$ cat config.mk
export PLATFORM = sky130hd
export DESIGN_NAME = dcache_responder
export DESIGN_NICKNAME = d
export VERILOG_FILES = /design/src/rtl/cache_types_pkg.sv /design/src/rtl/dcache_frame_array.sv /design/src/rtl/dcache_responder.sv
export SDC_FILE = /design/constraint.sdc
export NUM_CORES = 2
export LEC_CHECK = 0
export ABC_CLOCK_PERIOD_IN_PS = 14400
export CORE_ASPECT_RATIO = 0.7
export CORE_MARGIN = 2
export CORE_UTILIZATION = 65
export DETAILED_ROUTE_END_ITERATION = 12
export GPL_ROUTABILITY_DRIVEN = 0
export PLACE_DENSITY = 0.8
export SLEW_MARGIN = 10
export SYNTH_ARGS = -nofsm -noshare
export SYNTH_HDL_FRONTEND = slang
export SYNTH_SLANG_ARGS = --single-unit
$ cat constraint.sdc
create_clock -name CLK -period 14.4 [get_ports CLK]
set_input_delay 2.88 -clock CLK [delete_from_list [all_inputs] [get_ports CLK]]
set_output_delay 2.88 -clock CLK [all_outputs]
set_load 0.02 [all_outputs]
$ cat src/rtl/cache_types_pkg.sv
// Shared types for the data cache: address layout, frame contents and the
// controller state encoding.
//   DC_SETS / DC_IDX_W / DC_TAG_W : default cache geometry (16 frames)
//   DC_TAG_MAX                     : stored tag width, wide enough for any SETS >= 2
//   dc_addr_t                      : byte address split at the default geometry
//   dc_frame_t                     : one cache frame (valid, dirty, tag, 2 words)
//   dc_state_e                     : controller states
package cache_types_pkg;

  localparam int unsigned DC_SETS      = 16;
  localparam int unsigned DC_IDX_W     = $clog2(DC_SETS);
  localparam int unsigned DC_TAG_W     = 29 - DC_IDX_W;
  localparam int unsigned DC_BLK_WORDS = 2;
  localparam int unsigned DC_TAG_MAX   = 28;

  typedef struct packed {
    logic [DC_TAG_W-1:0] tag;
    logic [DC_IDX_W-1:0] idx;
    logic                blkoff;
    logic [1:0]          bytoff;
  } dc_addr_t;

  typedef struct packed {
    logic                              valid;
    logic                              dirty;
    logic [DC_TAG_MAX-1:0]             tag;
    logic [DC_BLK_WORDS-1:0][31:0]     word;
  } dc_frame_t;

  typedef enum logic [3:0] {
    IDLE,
    WB0,
    WB1,
    LD0,
    LD1,
    FLUSH_SCAN,
    FL0,
    FL1,
    DONE
  } dc_state_e;

endpackage

$ cat src/rtl/dcache_frame_array.sv
// Frame storage for the direct-mapped data cache.
//   CLK, nRST    : clock, asynchronous active-low clear of every frame
//   idx          : frame index shared by the read and write ports
//   rd_frame     : contents of frame idx
//   wr_word_en   : write wr_data into word wr_off of frame idx
//   wr_dirty_en  : load wr_dirty into the dirty bit of frame idx
//   wr_fill_en   : set valid and load wr_tag into frame idx
module dcache_frame_array
  import cache_types_pkg::*;
#(
  parameter int unsigned SETS = DC_SETS
) (
  input  logic                    CLK,
  input  logic                    nRST,
  input  logic [$clog2(SETS)-1:0] idx,
  output dc_frame_t               rd_frame,
  input  logic                    wr_word_en,
  input  logic                    wr_off,
  input  logic [31:0]             wr_data,
  input  logic                    wr_dirty_en,
  input  logic                    wr_dirty,
  input  logic                    wr_fill_en,
  input  logic [DC_TAG_MAX-1:0]   wr_tag
);

  dc_frame_t frames [SETS];

  assign rd_frame = frames[idx];

  always_ff @(posedge CLK or negedge nRST) begin
    if (!nRST) begin
      for (int unsigned i = 0; i < SETS; i++) begin
        frames[i] <= '0;
      end
    end else begin
      if (wr_word_en) begin
        frames[idx].word[wr_off] <= wr_data;
      end
      if (wr_dirty_en) begin
        frames[idx].dirty <= wr_dirty;
      end
      if (wr_fill_en) begin
        frames[idx].valid <= 1'b1;
        frames[idx].tag   <= wr_tag;
      end
    end
  end

endmodule

$ cat src/rtl/dcache_responder.sv
// Direct-mapped, write-back, write-allocate data cache with halt-time flush.
//   CLK, nRST                 : clock, asynchronous active-low reset
//   dmemREN/WEN/addr/store    : datapath request (held until dhit)
//   halt                      : start writing every dirty block back
//   dhit, dmemload            : request serviced this cycle, load data
//   flushed                   : flush complete, held until reset
//   dREN/dWEN/daddr/dstore    : memory-side word transfer request
//   dwait, dload              : memory busy flag, memory read data
module dcache_responder
  import cache_types_pkg::*;
#(
  parameter int unsigned SETS = DC_SETS
) (
  input  logic        CLK,
  input  logic        nRST,
  input  logic        dmemREN,
  input  logic        dmemWEN,
  input  logic [31:0] dmemaddr,
  input  logic [31:0] dmemstore,
  input  logic        halt,
  output logic        dhit,
  output logic [31:0] dmemload,
  output logic        flushed,
  output logic        dREN,
  output logic        dWEN,
  output logic [31:0] daddr,
  output logic [31:0] dstore,
  input  logic        dwait,
  input  logic [31:0] dload
);

  localparam int unsigned IDX_W = $clog2(SETS);
  localparam int unsigned TAG_W = 29 - IDX_W;

  dc_state_e        state, state_next;
  logic [IDX_W-1:0] scan_idx, scan_idx_next;

  logic [TAG_W-1:0] req_tag;
  logic [IDX_W-1:0] req_idx;
  logic             req_off;
  logic             req;
  logic             unused_bytoff;

  assign req_tag       = dmemaddr[31:3+IDX_W];
  assign req_idx       = dmemaddr[2+IDX_W:3];
  assign req_off       = dmemaddr[2];
  assign req           = dmemREN | dmemWEN;
  assign unused_bytoff = ^dmemaddr[1:0];

  logic             flushing;
  logic [IDX_W-1:0] frame_idx;
  dc_frame_t        frame;
  logic [TAG_W-1:0] frame_tag;
  logic             tag_match;
  logic             last_idx;

  // The flush walks its own index; everything else looks at the request's frame.
  assign flushing  = (state == FLUSH_SCAN) || (state == FL0) || (state == FL1);
  assign frame_idx = flushing ? scan_idx : req_idx;
  assign frame_tag = frame.tag[TAG_W-1:0];
  assign tag_match = frame.valid && (frame.tag == DC_TAG_MAX'(req_tag));
  assign last_idx  = (scan_idx == IDX_W'(SETS - 1));

  logic        wr_word_en;
  logic        wr_off;
  logic [31:0] wr_data;
  logic        wr_dirty_en;
  logic        wr_dirty;
  logic        wr_fill_en;

  dcache_frame_array #(
    .SETS(SETS)
  ) u_frames (
    .CLK        (CLK),
    .nRST       (nRST),
    .idx        (frame_idx),
    .rd_frame   (frame),
    .wr_word_en (wr_word_en),
    .wr_off     (wr_off),
    .wr_data    (wr_data),
    .wr_dirty_en(wr_dirty_en),
    .wr_dirty   (wr_dirty),
    .wr_fill_en (wr_fill_en),
    .wr_tag     (DC_TAG_MAX'(req_tag))
  );

  always_ff @(posedge CLK or negedge nRST) begin
    if (!nRST) begin
      state    <= IDLE;
      scan_idx <= '0;
    end else begin
      state    <= state_next;
      scan_idx <= scan_idx_next;
    end
  end

  always_comb begin
    state_next    = state;
    scan_idx_next = scan_idx;
    dhit          = 1'b0;
    dmemload      = '0;
    flushed       = 1'b0;
    dREN          = 1'b0;
    dWEN          = 1'b0;
    daddr         = '0;
    dstore        = '0;
    wr_word_en    = 1'b0;
    wr_off        = 1'b0;
    wr_data       = '0;
    wr_dirty_en   = 1'b0;
    wr_dirty      = 1'b0;
    wr_fill_en    = 1'b0;

    unique case (state)
      IDLE: begin
        // halt wins over a request presented in the same cycle
        if (halt) begin
          state_next    = FLUSH_SCAN;
          scan_idx_next = '0;
        end else if (req) begin
          if (tag_match) begin
            dhit     = 1'b1;
            dmemload = frame.word[req_off];
            if (dmemWEN) begin
              wr_word_en  = 1'b1;
              wr_off      = req_off;
              wr_data     = dmemstore;
              wr_dirty_en = 1'b1;
              wr_dirty    = 1'b1;
            end
          end else begin
            state_next = (frame.valid && frame.dirty) ? WB0 : LD0;
          end
        end
      end

      WB0: begin
        dWEN   = 1'b1;
        daddr  = {frame_tag, req_idx, 1'b0, 2'b00};
        dstore = frame.word[0];
        if (!dwait) state_next = WB1;
      end

      WB1: begin
        dWEN   = 1'b1;
        daddr  = {frame_tag, req_idx, 1'b1, 2'b00};
        dstore = frame.word[1];
        if (!dwait) begin
          wr_dirty_en = 1'b1;
          state_next  = LD0;
        end
      end

      LD0: begin
        dREN  = 1'b1;
        daddr = {req_tag, req_idx, 1'b0, 2'b00};
        if (!dwait) begin
          wr_word_en = 1'b1;
          wr_data    = dload;
          state_next = LD1;
        end
      end

      LD1: begin
        dREN  = 1'b1;
        daddr = {req_tag, req_idx, 1'b1, 2'b00};
        if (!dwait) begin
          wr_word_en  = 1'b1;
          wr_off      = 1'b1;
          wr_data     = dload;
          wr_dirty_en = 1'b1;
          wr_fill_en  = 1'b1;
          state_next  = IDLE;
        end
      end

      FLUSH_SCAN: begin
        if (frame.valid && frame.dirty) begin
          state_next = FL0;
        end else if (last_idx) begin
          state_next = DONE;
        end else begin
          scan_idx_next = scan_idx + 1'b1;
        end
      end

      FL0: begin
        dWEN   = 1'b1;
        daddr  = {frame_tag, scan_idx, 1'b0, 2'b00};
        dstore = frame.word[0];
        if (!dwait) state_next = FL1;
      end

      FL1: begin
        dWEN   = 1'b1;
        daddr  = {frame_tag, scan_idx, 1'b1, 2'b00};
        dstore = frame.word[1];
        if (!dwait) begin
          wr_dirty_en = 1'b1;
          if (last_idx) begin
            state_next = DONE;
          end else begin
            scan_idx_next = scan_idx + 1'b1;
            state_next    = FLUSH_SCAN;
          end
        end
      end

      DONE: begin
        flushed = 1'b1;
      end

      default: begin
        state_next = IDLE;
      end
    endcase
  end

endmodule
==> load_flow_metrics.sql <==
INSERT INTO impl_metrics (metric_group, metric, value, unit) VALUES
('run_status', 'status', 'finished clean', ''),
('setup_path', 'crit_path_top_delay_cell', 'xor2_1', ''),
('timing', 'final-max-slew-violation-count', '0', ''),
('global_routing', 'grt_start_max_net_pins', '184', ''),
('clocking', 'tritoncts', 'yes', ''),
('timing', 'post-route-period-util', '82.6', '%'),
('global_routing', 'via_count_of_the_first_global_routing_pass', '49900', ''),
('yosys', 'ys_seq_elements', '1464', ''),
('floorplan', 'die_h', '284', 'microns'),
('yosys', 'synth.avg_cell_area', '12.9', 'sq um'),
('timing', 'max_freq', '0.0841', 'GHz'),
('hold_path', 'min-delay-path-class', 'reg -> reg', ''),
('placement', 'place.detailed.instances', '6835', ''),
('clocking', 'clkSlewWorstSetupHoldPaths', '60', 'ps'),
('global_routing', 'number_of_antenna_violations_at_the_first_check_in_global_routing', '6', ''),
('clocking', 'cts_repair_resize_count', '0', ''),
('yosys', 'yosysTopAreaCellShare', '50.5', '%'),
('yosys', 'synthFlopType', 'dfrtp_1', ''),
('timing', 'fin_worst_skew', '25.9', 'ps'),
('final_layout', 'final_cell_area', '0.0803', 'sq mm'),
('drt', 'route.antenna.remaining_nets', '0', ''),
('clocking', 'cts_made_buffers', '140', ''),
('timing', 'worst-slew-pin-transition', '1420', 'ps'),
('floorplan', 'io_pins', '202', ''),
('yosys', 'synth_async_sr_flop_share', '100', '%'),
('floorplan', 'placement_rows', '102', ''),
('final_layout', 'final.fill_count', '6945', ''),
('setup_path', 'cp-start-kind', 'input pin', ''),
('yosys', 'synthTopCellsByArea', 'dfrtp_1 51%, mux2_2 17%, mux4_2 8.4%', ''),
('timing', 'report.final.hold_viol_count', '0', ''),
('power_and_ir_drop', 'power_density', '168', 'mW/mm^2'),
('clocking', 'clockBufferDepth', '3', ''),
('setup_path', 'arrival_time_of_data_at_the_critical_path_endpoint', '9010', 'ps'),
('setup_path', 'cp_top_family', 'buffers and inverters', ''),
('yosys', 'ys_types', '78', ''),
('placement', 'place.port_buffers', '197', ''),
('setup_path', 'timing.critical_path.cells', 'buf_4, buf_4, a21boi_4, buf_4, buf_4, o21ai_0, a32oi_1, nand4_1, xor2_1, nand4_1, nor4bb_1, nand4_1, o21bai_4, nor2_1, clkdlybuf4s50_1', ''),
('setup_path', 'crit_path_end_kind', 'output port', ''),
('power_and_ir_drop', 'power.leakage', '37.4', 'nW'),
('floorplan', 'initial_utilization', '65.6', '%'),
('clocking', 'ctsHtreeMaxLevel', '4', ''),
('drt', 'dr.pass1.iters', '6', ''),
('clocking', 'worst_skew_pair.late_latency', '790', 'ps'),
('timing', 'totalNegativeSetupSlack', '0', 'ps'),
('drt', 'post_drt_via_cell_ratio', '6.99', ''),
('job', 'cap_viol_max_count', '0', ''),
('yosys', 'synth_edf_count', '0', ''),
('global_routing', 'globalRouteTotalUtil', '37.0', '%'),
('drt', 'detailroute.via_count', '49600', ''),
('floorplan', 'chipWidth', '403', 'microns'),
('setup_path', 'critical_path.max_fanout', '54', ''),
('setup_path', 'worst_path_buffer_plus_inverter_count', '5', ''),
('yosys', 'synth-warning-count', '0', ''),
('setup_path', 'timing.setup.critical_path_class', 'in -> out', ''),
('drt', 'routedWlPerCell', '29.6', 'microns'),
('global_routing', 'grt-ovfl-total', '0', ''),
('final_layout', 'layout_cell_share_with_drive_strength_beyond_1', '36.0', '%'),
('clocking', 'clock_sink_count', '1464', ''),
('setup_path', 'most_frequent_cell_on_the_critical_path', 'buf_4', ''),
('clocking', 'cts_hold_buf', '0', ''),
('clocking', 'root_buffer', 'clkbuf_16', ''),
('timing', 'grt_setup_unrepaired', 'no', ''),
('drt', 'postRouteWirelength', '210', 'mm'),
('floorplan', 'dieArea', '0.114', 'sq mm'),
('global_routing', 'wire_length_of_the_first_global_routing_pass', '319', 'mm'),
('placement', 'hpwl', '117', 'mm'),
('final_layout', 'syn2layout_area_growth', '10.6', '%'),
('setup_path', 'critical_path_required', '11520', 'ps'),
('final_layout', 'final_nets', '5624', ''),
('yosys', 'yosysSeqAreaShare', '50.5', '%'),
('placement', 'placedInstanceArea', '0.0754', 'sq mm');
-- metal layers --
layer / up-vias / part of all wire (%) / track usage [%] / wire, microns
li1: 20100 / - / - / -
met3: 478 / 12 / 12.1 / 25900
met1: 26100 / 41 / 54.3 / 86000
met5: - / 0 / 0 / 0
met2: 2831 / 44 / 52.4 / 91600
met4: 0 / 3.2 / 12.3 / 6650
-- placed cells by master (no fill, tap or decap), types with 56 or more instances in the layout --
cell             count
a211oi_1            86
a22oi_1             56
a31oi_1             66
and3_1             101
buf_4              110
clkbuf_16          143
clkdlybuf4s50_1    194
dfrtp_1           1463
mux2_1              87
mux2_2            1114
mux2_4             174
mux4_2             272
nand2_1            571
nand2b_1           134
nand3_1            100
nor2_1             124
o21ai_0            178
-- cell families (layout without fill, tap and decap cells) --
group           count (synthesis)  after routing  synth area share (%)
mux                          1689           1689                  31.3
flops                        1464           1464                  50.5
simple gates                 1164           1164                  7.55
compound gates                675            675                  6.61
buf+inv                       604            611                  3.77
xor+xnor                       23             23                 0.278
fa+ha+maj                       1              1                0.0172
other cells                     1              8               0.00517
-- sequential cells by signal (all words and copies together), names as in the netlist --
| signal | count |
|---|---|
| u_frames.frames | 1456 |
| scan_idx | 4 |
| state | 4 |
-- final timing paths --
path	to	cells past startpoint	from	slack (ps)
setup / recovery	dmemload[20]	15	dmemaddr[3]	2510
hold reg to reg	u_frames.frames[469]$_DFFE_PN0P_	1	u_frames.frames[469]$_DFFE_PN0P_	470
setup reg to reg	u_frames.frames[1379]$_DFFE_PN0P_	16	state[2]$_DFFE_PN0P_	6040
min in group asynchronous	u_frames.frames[261]$_DFFE_PN0P_	1	nRST	2060
max in group asynchronous	u_frames.frames[943]$_DFFE_PN0P_	4	nRST	9410
hold / removal	u_frames.frames[469]$_DFFE_PN0P_	1	u_frames.frames[469]$_DFFE_PN0P_	470
-- worst reg2reg max path, cell delays in order (launching register included) --
cell and delay (ps):
dfrtp_1 760, nor2b_4 260, buf_4 560, nand3_4 490, nand2_4 680, buf_12 710
mux4_2 580, o22ai_1 90, nor2_1 530, xnor2_1 180, o2111a_1 210, nand4_4 70
buf_4 750, buf_4 830, o31a_2 270, buf_4 790, mux2_2 490
-- report_power, final --
group          switching [mW]  internal [mW]
combinational            2.72           1.71
sequential              0.440           4.78
clock                    1.64           2.23
total                    4.80           8.72
-- metrics by stage --
stage	util [%]	setup slack, ps	hold slack [ps]	power (mW)
after global routing	72.5	2330	484	14.0
after floorplan	-	5700	429	7.96
after CTS	72.5	2820	464	13.4
final	72.5	2510	467	13.5
after global placement	68.1	3090	445	9.42
after detailed placement	68.1	2890	447	9.55
-- Yosys cell counts (all sizes together) (3+ instances only) --
| cell type | count |
|---|---|
| a32oi | 51 |
| nor4 | 7 |
| or3 | 8 |
| nor2 | 131 |
| a22o | 39 |
| mux4 | 272 |
| nand4 | 34 |
| a32o | 6 |
| and3 | 103 |
| clkbuf | 298 |
| a211oi | 89 |
| and2 | 3 |
| o32a | 18 |
| o31ai | 9 |
| o211ai | 3 |
| inv | 46 |
| nand3 | 102 |
| o22a | 7 |
| dfrtp | 1464 |
| o22ai | 29 |
| nor2b | 22 |
| xnor2 | 9 |
| or2 | 11 |
| mux2 | 1376 |
| nor4b | 4 |
| or4 | 5 |
| buf | 260 |
| nand2b | 135 |
| nand2 | 583 |
| a22oi | 59 |
| o31a | 3 |
| a31oi | 66 |
| o21ai | 216 |
| a211o | 19 |
| a21oi | 29 |
| xor2 | 14 |
| o2111ai | 3 |
| mux2i | 41 |
| nor3 | 11 |
| a21boi | 21 |
-- final cells by class --
cell class | count | area, sq um | share of cell area, %
Tap cell | 1456 | 1820 | 2.27
Clock buffer | 211 | 4170 | 5.20
Inverter | 46 | 173 | 0.215
Sequential cell | 1464 | 36600 | 45.7
Multi-Input combinational cell | 3554 | 33800 | 42.2
Timing Repair Buffer | 315 | 2980 | 3.71
Antenna cell | 6 | 15.0 | 0.0187
Clock inverter | 39 | 622 | 0.775
No activity file was read; power rests on OpenSTA's default activity.
